===== src/rtl/fetch_resp_buf_if.sv =====
// fetch_resp_buf_if: handshake bundle between the fetch front end, the
// memory response path and decode for the in-order fetch response buffer.
//   req_*  : fetch allocation (valid/ready, PC)
//   rsp_*  : memory response beat (never back-pressured)
//   out_*  : retire to decode (valid/ready, PC + data)
// Optional macro FETCH_RESP_BUF_ERR_EN adds rsp_err / out_err.
// modport slave  : the buffer side.
// modport master : the side driving requests/responses and accepting output.
interface fetch_resp_buf_if #(
  parameter int PC_WIDTH   = 32,
  parameter int DATA_WIDTH = 32
);
  logic                  req_valid;
  logic                  req_ready;
  logic [PC_WIDTH-1:0]   req_pc;
  logic                  rsp_valid;
  logic [DATA_WIDTH-1:0] rsp_data;
  logic                  out_valid;
  logic                  out_ready;
  logic [PC_WIDTH-1:0]   out_pc;
  logic [DATA_WIDTH-1:0] out_data;
`ifdef FETCH_RESP_BUF_ERR_EN
  logic                  rsp_err;
  logic                  out_err;

  modport slave (
    input  req_valid, req_pc, rsp_valid, rsp_data, rsp_err, out_ready,
    output req_ready, out_valid, out_pc, out_data, out_err
  );
  modport master (
    output req_valid, req_pc, rsp_valid, rsp_data, rsp_err, out_ready,
    input  req_ready, out_valid, out_pc, out_data, out_err
  );
`else
  modport slave (
    input  req_valid, req_pc, rsp_valid, rsp_data, out_ready,
    output req_ready, out_valid, out_pc, out_data
  );
  modport master (
    output req_valid, req_pc, rsp_valid, rsp_data, out_ready,
    input  req_ready, out_valid, out_pc, out_data
  );
`endif
endinterface


===== src/rtl/fetch_resp_buf.sv =====
// fetch_resp_buf: in-order completion buffer for instruction fetch.
// Each accepted request allocates an entry holding its PC; in-order memory
// responses fill entries in allocation order; filled entries retire to decode
// via valid/ready. A flush marks every allocated entry stale; stale entries
// are dropped at the head (one per cycle) once their response has landed.
// Ports:
//   clk, reset_n   : clock, asynchronous active-low reset
//   flush          : mark all currently allocated entries stale
//   bus            : fetch_resp_buf_if.slave (req_*, rsp_*, out_*)
//   idle           : no allocated entries
//   rsp_overflow   : sticky, a response arrived with no unfilled entry
// Optional macro FETCH_RESP_BUF_ERR_EN: per-entry error bit, rsp_err -> out_err.
module fetch_resp_buf #(
  parameter int ADDR_WIDTH = 4,
  parameter int PC_WIDTH   = 32,
  parameter int DATA_WIDTH = 32
) (
  input  logic               clk,
  input  logic               reset_n,
  input  logic               flush,
  fetch_resp_buf_if.slave    bus,
  output logic               idle,
  output logic               rsp_overflow
);

  localparam int DEPTH = 2**ADDR_WIDTH;

  typedef logic [ADDR_WIDTH-1:0] ptr_t;
  typedef logic [ADDR_WIDTH:0]   cnt_t;

  localparam cnt_t FULL = cnt_t'(DEPTH);

  ptr_t a_ptr_q, a_ptr_d;
  ptr_t f_ptr_q, f_ptr_d;
  ptr_t r_ptr_q, r_ptr_d;
  cnt_t cnt_q, cnt_d;
  cnt_t unf_q, unf_d;
  logic [DEPTH-1:0] filled_q, filled_d;
  logic [DEPTH-1:0] stale_q, stale_d;
  logic             ovf_q, ovf_d;

  logic [DEPTH-1:0][PC_WIDTH-1:0]   pc_q, pc_d;
  logic [DEPTH-1:0][DATA_WIDTH-1:0] data_q, data_d;
`ifdef FETCH_RESP_BUF_ERR_EN
  logic [DEPTH-1:0] err_q, err_d;
`endif

  logic alloc, fill, head_live, drop, retire, out_valid;

  assign bus.req_ready = (cnt_q != FULL);
  assign alloc         = bus.req_valid & bus.req_ready;
  assign fill          = bus.rsp_valid & (unf_q != '0);

  // Head is retireable only once its response has landed; stale heads are
  // dropped without being offered, live heads wait for decode.
  assign head_live = filled_q[r_ptr_q] & (cnt_q != '0);
  assign out_valid = head_live & ~stale_q[r_ptr_q] & ~flush;
  assign drop      = head_live & stale_q[r_ptr_q];
  assign retire    = (out_valid & bus.out_ready) | drop;

  assign bus.out_valid = out_valid;
  assign bus.out_pc    = pc_q[r_ptr_q];
  assign bus.out_data  = data_q[r_ptr_q];
`ifdef FETCH_RESP_BUF_ERR_EN
  assign bus.out_err   = err_q[r_ptr_q];
`endif

  assign idle         = (cnt_q == '0);
  assign rsp_overflow = ovf_q;

  always_comb begin
    a_ptr_d  = a_ptr_q;
    f_ptr_d  = f_ptr_q;
    r_ptr_d  = r_ptr_q;
    cnt_d    = cnt_q;
    unf_d    = unf_q;
    filled_d = filled_q;
    stale_d  = stale_q;
    ovf_d    = ovf_q | (bus.rsp_valid & (unf_q == '0));
    pc_d     = pc_q;
    data_d   = data_q;
`ifdef FETCH_RESP_BUF_ERR_EN
    err_d    = err_q;
`endif

    // Allocated entries are the cnt_q slots starting at the head.
    if (flush) begin
      for (int i = 0; i < DEPTH; i++) begin
        if ({1'b0, ptr_t'(ptr_t'(i) - r_ptr_q)} < cnt_q) stale_d[i] = 1'b1;
      end
    end

    if (retire) begin
      filled_d[r_ptr_q] = 1'b0;
      r_ptr_d           = r_ptr_q + ptr_t'(1);
    end

    if (fill) begin
      filled_d[f_ptr_q] = 1'b1;
      data_d[f_ptr_q]   = bus.rsp_data;
`ifdef FETCH_RESP_BUF_ERR_EN
      err_d[f_ptr_q]    = bus.rsp_err;
`endif
      f_ptr_d           = f_ptr_q + ptr_t'(1);
    end

    // a_ptr_q is never an allocated slot when alloc fires, so this cannot
    // collide with the flush marking above: same-cycle allocations stay live.
    if (alloc) begin
      filled_d[a_ptr_q] = 1'b0;
      stale_d[a_ptr_q]  = 1'b0;
      pc_d[a_ptr_q]     = bus.req_pc;
      a_ptr_d           = a_ptr_q + ptr_t'(1);
    end

    if (alloc && !retire)      cnt_d = cnt_q + cnt_t'(1);
    else if (!alloc && retire) cnt_d = cnt_q - cnt_t'(1);

    if (alloc && !fill)        unf_d = unf_q + cnt_t'(1);
    else if (!alloc && fill)   unf_d = unf_q - cnt_t'(1);
  end

  always_ff @(posedge clk or negedge reset_n) begin
    if (!reset_n) begin
      a_ptr_q  <= '0;
      f_ptr_q  <= '0;
      r_ptr_q  <= '0;
      cnt_q    <= '0;
      unf_q    <= '0;
      filled_q <= '0;
      stale_q  <= '0;
      ovf_q    <= 1'b0;
    end else begin
      a_ptr_q  <= a_ptr_d;
      f_ptr_q  <= f_ptr_d;
      r_ptr_q  <= r_ptr_d;
      cnt_q    <= cnt_d;
      unf_q    <= unf_d;
      filled_q <= filled_d;
      stale_q  <= stale_d;
      ovf_q    <= ovf_d;
    end
  end

  // Payload storage carries no reset; it is only observed behind filled bits.
  always_ff @(posedge clk) begin
    pc_q   <= pc_d;
    data_q <= data_d;
`ifdef FETCH_RESP_BUF_ERR_EN
    err_q  <= err_d;
`endif
  end

endmodule


===== src/flat_wrapper.sv =====
// flat-port wrapper written by rule: the top's interface ports become plain ports
module fetch_resp_buf_flat 
#(
  parameter int ADDR_WIDTH = 4,
  parameter int PC_WIDTH   = 32,
  parameter int DATA_WIDTH = 32
)
  (clk, reset_n, flush, idle, rsp_overflow, bus_req_valid, bus_req_pc, bus_rsp_valid, bus_rsp_data, bus_out_ready, bus_req_ready, bus_out_valid, bus_out_pc, bus_out_data);
  fetch_resp_buf_if #(.PC_WIDTH(PC_WIDTH), .DATA_WIDTH(DATA_WIDTH)) bus_i ();
  input  logic clk;
  input  logic reset_n;
  input  logic flush;
  output logic idle;
  output logic rsp_overflow;
  input wire logic [$bits(bus_i.req_valid)-1:0] bus_req_valid;
  input wire logic [$bits(bus_i.req_pc)-1:0] bus_req_pc;
  input wire logic [$bits(bus_i.rsp_valid)-1:0] bus_rsp_valid;
  input wire logic [$bits(bus_i.rsp_data)-1:0] bus_rsp_data;
  input wire logic [$bits(bus_i.out_ready)-1:0] bus_out_ready;
  output wire logic [$bits(bus_i.req_ready)-1:0] bus_req_ready;
  output wire logic [$bits(bus_i.out_valid)-1:0] bus_out_valid;
  output wire logic [$bits(bus_i.out_pc)-1:0] bus_out_pc;
  output wire logic [$bits(bus_i.out_data)-1:0] bus_out_data;
  assign bus_i.req_valid = bus_req_valid;
  assign bus_i.req_pc = bus_req_pc;
  assign bus_i.rsp_valid = bus_rsp_valid;
  assign bus_i.rsp_data = bus_rsp_data;
  assign bus_i.out_ready = bus_out_ready;
  assign bus_req_ready = bus_i.req_ready;
  assign bus_out_valid = bus_i.out_valid;
  assign bus_out_pc = bus_i.out_pc;
  assign bus_out_data = bus_i.out_data;
  fetch_resp_buf #(.ADDR_WIDTH(ADDR_WIDTH), .PC_WIDTH(PC_WIDTH), .DATA_WIDTH(DATA_WIDTH)) u_core (.clk(clk), .reset_n(reset_n), .flush(flush), .bus(bus_i), .idle(idle), .rsp_overflow(rsp_overflow));
endmodule

===== config.mk =====
export PLATFORM = sky130hd
export DESIGN_NAME = fetch_resp_buf_flat
export DESIGN_NICKNAME = d
export VERILOG_FILES = /design/src/rtl/fetch_resp_buf_if.sv /design/src/rtl/fetch_resp_buf.sv /design/src/flat_wrapper.sv
export SDC_FILE = /design/constraint.sdc
export NUM_CORES = 1
export LEC_CHECK = 0
export ABC_AREA = 0
export BUFFER_PORTS_ARGS = -buffer_cell sky130_fd_sc_hd__buf_4
export CORE_UTILIZATION = 25
export CTS_CLUSTER_DIAMETER = 200
export CTS_CLUSTER_SIZE = 14
export DETAILED_ROUTE_END_ITERATION = 16
export HOLD_SLACK_MARGIN = 0.12
export PLACE_DENSITY = 0.48
export SYNTH_ARGS = -nofsm -noshare
export SYNTH_HDL_FRONTEND = slang
export SYNTH_SLANG_ARGS = --single-unit

===== constraint.sdc =====
create_clock -name clk -period 7.7 [get_ports clk]
set_input_delay 1.54 -clock clk [delete_from_list [all_inputs] [get_ports clk]]
set_output_delay 1.54 -clock clk [all_outputs]
set_load 0.01 [all_outputs]

==> Word-level counts from Yosys, hierarchy flattened <==
Cells that the tools add are included.
{ "totals": {"register_bits": 1079, "out_inout_bits": 68, "wordCells": 165, "input_bits": 70} }
{ "op_classes": {"mux": 45, "n_reduce_logical": 16, "bitwise": 18, "n_eq_ne": 1, "n_addsub": 23, "n_lt_le_gt_ge": 22} }
{ "op_table": {"columns": ["op", "n"], "rows": [
  ["bitwise mux 512 bit", 2],
  ["binary-select mux 32 bit (select 4 bit)", 2],
  ["demux 32 bit (select 4 bit)", 2],
  ["2-to-1 mux 32 bit", 4],
  ["less-than comparator 4 x 5 -> 1 bit", 16],
  ["2-to-1 mux 16 bit", 5],
  ["bitwise AND 16 bit", 3],
  ["inverter 16 bit", 2],
  ["subtractor 4 bit, first input constant", 8],
  ["2-to-1 mux 1 bit", 21],
  ["2-to-1 mux 5 bit", 4],
  ["OR 16 bit", 1],
  ["subtractor 3 x 4 -> 4 bit, first input constant", 4],
  ["less-than comparator 4 x 5 -> 1 bit, second input constant", 3],
  ["adder 4 x 1 -> 4 bit, second input constant", 3],
  ["demux 1 bit (select 4 bit)", 3],
  [">= comparator 4 x 1 -> 1 bit, second input constant", 3],
  ["adder 5 x 1 -> 5 bit, second input constant", 2],
  ["logical NOT 5 bit", 2],
  ["nonzero test 5 bit", 2],
  ["subtractor 5 x 1 -> 5 bit, second input constant", 2],
  ["bitwise AND 1 bit", 8],
  ["binary-select mux 1 bit (select 4 bit)", 2],
  ["subtractor 1 x 4 -> 4 bit, first input constant", 2],
  ["other kinds (7)", 19]
]} }

==> Logic depth before layout (Yosys ltp) <==
{ "logic_depth": {"word_depth": 12, "ltp_mapped": 15, "mapped_depth_nobuf": 12} }

==> Least setup slack after synthesis <==
Ideal clock, no wire load.
{ "synth_path": {"path_kind": "in2reg", "startpoint": "input bus_req_valid", "endpoint": "register u_core.pc_q[100] (netlist bit) (enable)", "setup_slack_ns": 2.792, "arrival_time_ns": 4.442, "t_required_ns": 7.234, "path_stages": 4, "setup_ns": 0.466, "path_cell_list": "and2_1 clkbuf_1 nand2_1 nor3_1"} }
{ "synth_between": {"elab_chain_cells": 1} }
{ "synth_lines": {"columns": ["element", "line", "source"], "rows": [
  ["start, declared", "flat_wrapper.sv:15", "input wire logic [$bits(bus_i.req_valid)-1:0] bus_req_valid;"],
  ["bitwise AND 1 bit", "fetch_resp_buf.sv:51", "assign alloc = bus.req_valid & bus.req_ready;"],
  ["named net u_core.alloc", "fetch_resp_buf.sv:48", "logic alloc, fill, head_live, drop, retire, out_valid;"],
  ["end signal, assigned", "fetch_resp_buf.sv:147", "pc_q <= pc_d;"],
  ["end, declared", "fetch_resp_buf.sv:42", "logic [DEPTH-1:0][PC_WIDTH-1:0] pc_q, pc_d;"]
]} }
The timed path passes the listed nets, and every way through them passes these cells.
A chain may end at the register's enable or synchronous reset.

==> Worst setup path after layout <==
{ "layout_path": {"startpoint": "register u_core.r_ptr_q[3]", "endpoint": "output bus_out_pc[26]"} }
{ "layout_between": {"elab_chain_cells": 2} }
{ "layout_lines": {"columns": ["element", "line", "source"], "rows": [
  ["start, declared", "fetch_resp_buf.sv:35", "ptr_t r_ptr_q, r_ptr_d;"],
  ["start signal, assigned", "fetch_resp_buf.sv:136", "r_ptr_q <= r_ptr_d;"],
  ["binary-select mux 32 bit (select 4 bit)", "fetch_resp_buf.sv:62", "assign bus.out_pc = pc_q[r_ptr_q];"],
  ["2-to-1 mux 32 bit (not written as such)", "fetch_resp_buf.sv:62", null],
  ["end, declared", "flat_wrapper.sv:22", "output wire logic [$bits(bus_i.out_pc)-1:0] bus_out_pc;"]
]} }
Every way passes these cells. The select of a mux whose other input is x is not followed.

==> summary.txt <==
Setup path
  • Worst Path Required: 6160 ps
  • Endpoint class of the critical path: primary output
  • FF-to-FF Start: u_core.r_ptr_q[0]
  • Worst setup SP type: register
  • Reg2Reg Setup Slack: approximately 3300 ps
  • Reg2reg path depth: 13
  • Worst R2R End: u_core.cnt_q[4]
  • Critical Path AT: 3960 ps
  • Crit-path max FO: 43
  • Worst setup path class: reg2out

Min path
  • Worst hold path endpoint: u_core.rsp_overflow
  • Hold_sp: u_core.rsp_overflow
  • Worst min path class: reg2reg
  • Hold depth: 1

Clock network
  • Clk sinks: 1079
  • H-tree levels: 3
  • CTS max path bufs: 3
  • Worst skew pair latency: about 700 ps
  • Post-cts repair resize count: 0
  • Post-CTS Setup Inserts: 0
  • Hold_buf cts: 0
  • CTS clk-pin slew, worst paths: 70 ps
  • Root Driver: clkbuf_16
  • TritonCTS clock tree: done
  • Total CTS buffers: 87

Route
  • DRC Markers: 0
  • Vias/cell: 4.501
  • DRT Pass-1 Iters: 4
  • Final antenna-violating net count: 0
  • WL/cell: between 20 and 25 um
  • Starting DRT DRC Count: 1510
  • Via count: slightly below 20k
  • Total wire length: approximately 110 mm

Pwr
  • Leak: 15.25 nW
  • Max VDD drop: slightly below 0.4 mV
  • Pwr per Cell Area: ~360 mW/mm^2
  • Tot Pwr: 17.62 mW

Placed design
  • Dpl cell area: 0.04616 sq mm
  • GP Congestion: between 0.7 and 0.8
  • Post-Place Cells: 4151
  • DP HPWL: 55.09 mm
  • Port Buffer Count: ~140

GRT
  • Most used routing layer: met2
  • Grt ovf: 0
  • Pin count of the biggest net entering global routing: 134
  • M3 GR Usage: 0.03155
  • Vias in the first global route: roughly 21k
  • Initial antenna violation count: 10
  • First-pass GRT wire length: between 150 and 200 mm
  • Met1 usage: 0.1597
  • GRT Overall Usage: 0.1247
  • M2 GR Usage: 0.2113

Floorplan
  • Std cell rows: 150
  • Die Wd: between 400 and 500 um
  • Total die area: 0.1708 sq mm
  • CORE AREA: 0.1676 sq mm
  • Die Ht: 413.2 um
  • I/O Pins: about 140
  • Initial core utilization: 0.2523

Synth
  • Synth Flop Type: edfxtp_1
  • Synthesized area: 0.04228 sq mm
  • Asr flop ratio synth: 0.05097
  • Post-synth EDFFs: 1024
  • Synthesized flop and latch total: 1079
  • Avg Cell Area, Syn: 22.75 sq um
  • Cell count after synthesis: 1858
  • Yosys warning total: 0
  • Post-Synthesis Net Count: 1987
  • Sequential area share after synthesis: 0.7599
  • Library cells used by synthesis: 42

Timing
  • Finish-stage setup viols: 0
  • Share of the clock period used by the worst path: 0.7145
  • Final Hold Vio Count: 0
  • Peak Freq: about 180 MHz
  • Worst slew margin: 0.2996
  • Max-slew violation count: 0
  • Worst clock skew: 26.68 ps
  • Tightest Pin Transition: 1051 ps
  • Total negative slack: 0 ps
  • Min Tclk post-route: 5502 ps
  • Unrepaired setup endpoints after global routing: no

Final layout
  • Final nets: ~2.2k
  • Fill count: 16.29k
  • Most frequent cells in the layout: edfxtp_1 (1024), mux4_2 (326), buf_4 (174)
  • Area grow syn2layout: 14.76%
  • Share of layout cells above drive strength 1: 0.3110
  • Final Cell Area: 0.04852 sq mm
  • Non-filler instance count after layout: roughly 4.3k
  • Most common cell after layout, fill and taps aside: edfxtp_1

Status
  • Status: completed

Run
  • Max Cap Viol: 0
## cell type report
class	count	area (sq um)	share of cell area
diodes	2	5.005	0.0001032
inverters	61	234.0	0.004823
multi-input cells	629	9646	0.1988
clock buffers	112	2292	0.04725
clock inverters	5	58.81	0.001212
repair buffers	178	1386	0.02857
well taps	2204	2758	0.05684
flip-flops and latches	1079	32140	0.6624
## per-layer routing
layer	vias up	wire, um
met3	131	5642
met5	-	89
met4	16	1908
li1	8083	-
met1	10570	45870
met2	423	53080
## metrics by stage
step | utilization | hold slack, ps | setup WS [ps]
global route | 0.2895 | 512.0 | 1960
global placement | 0.2754 | 447.6 | 2878
detailed placement | 0.2754 | 485.0 | 2832
finish | 0.2895 | 481.5 | 2198
CTS | 0.2895 | 495.7 | 2025
floorplan | - | 433.3 | 2792
## cells by family (layout without fill, tap and decap cells)
kind of cell,Yosys count,count (layout),share of synthesized area
compound gates,116,116,0.01580
xor+xnor,27,27,0.005771
fa+ha+maj,59,59,0.01782
buf+inv,150,356,0.01477
flops,1079,1079,0.7599
mux,334,334,0.1756
other cells,0,2,0
simple gates,93,93,0.01033
## sequential cells by signal, indices dropped and copies added, names as in the netlist
name	count
u_core.a_ptr_q	4
u_core.cnt_q	5
u_core.data_q	512
u_core.f_ptr_q	4
u_core.filled_q	16
u_core.pc_q	512
u_core.r_ptr_q	4
u_core.rsp_overflow	1
u_core.stale_q	16
u_core.unf_q	5
## worst max path at each step
stage | end | start | slack [ps]
CTS | bus_out_pc[28] | u_core.r_ptr_q[3] | 2020
detailed placement | bus_out_pc[28] | u_core.r_ptr_q[3] | 2830
finish | bus_out_pc[26] | u_core.r_ptr_q[3] | 2200
floorplan | u_core.pc_q[100] | bus_req_valid | 2790
global route | bus_out_pc[28] | u_core.r_ptr_q[3] | 1960
global placement | bus_out_pc[26] | u_core.r_ptr_q[3] | 2880
## critical path, stage by stage (launching register included)
cell,delay (ps)
dfrtp_1,780
inv_6,840
buf_4,720
mux4_2,700
buf_4,190
## synth_stat cells, types with 4 or more instances
cell | n | area (sq um)
dfrtp_1 | 55 | 1376
buf_2 | 37 | 185.2
buf_1 | 7 | 26.28
nand4_1 | 6 | 37.54
o21ai_0 | 32 | 160.2
mux4_2 | 326 | 7342
a21o_1 | 12 | 90.09
ha_1 | 57 | 713.2
inv_1 | 61 | 229.0
mux2i_1 | 5 | 50.05
o21ai_1 | 6 | 30.03
nor2_1 | 21 | 78.83
nor3_1 | 4 | 20.02
nand3_1 | 13 | 65.06
clkbuf_1 | 43 | 161.4
a21oi_1 | 53 | 265.3
xnor2_1 | 21 | 183.9
edfxtp_1 | 1024 | 30750
xor2_1 | 5 | 43.79
nor2b_1 | 4 | 25.02
nand2_1 | 31 | 116.4
nand2b_1 | 7 | 43.79
## where the power goes
part | internal (mW) | total [mW] | switching, mW
combinational | 2.87 | 6.02 | 3.15
sequential | 7.12 | 7.52 | 0.401
clock | 2.07 | 4.08 | 2.01
total | 12.1 | 17.6 | 5.56
(Power assumes the default switching activity.)
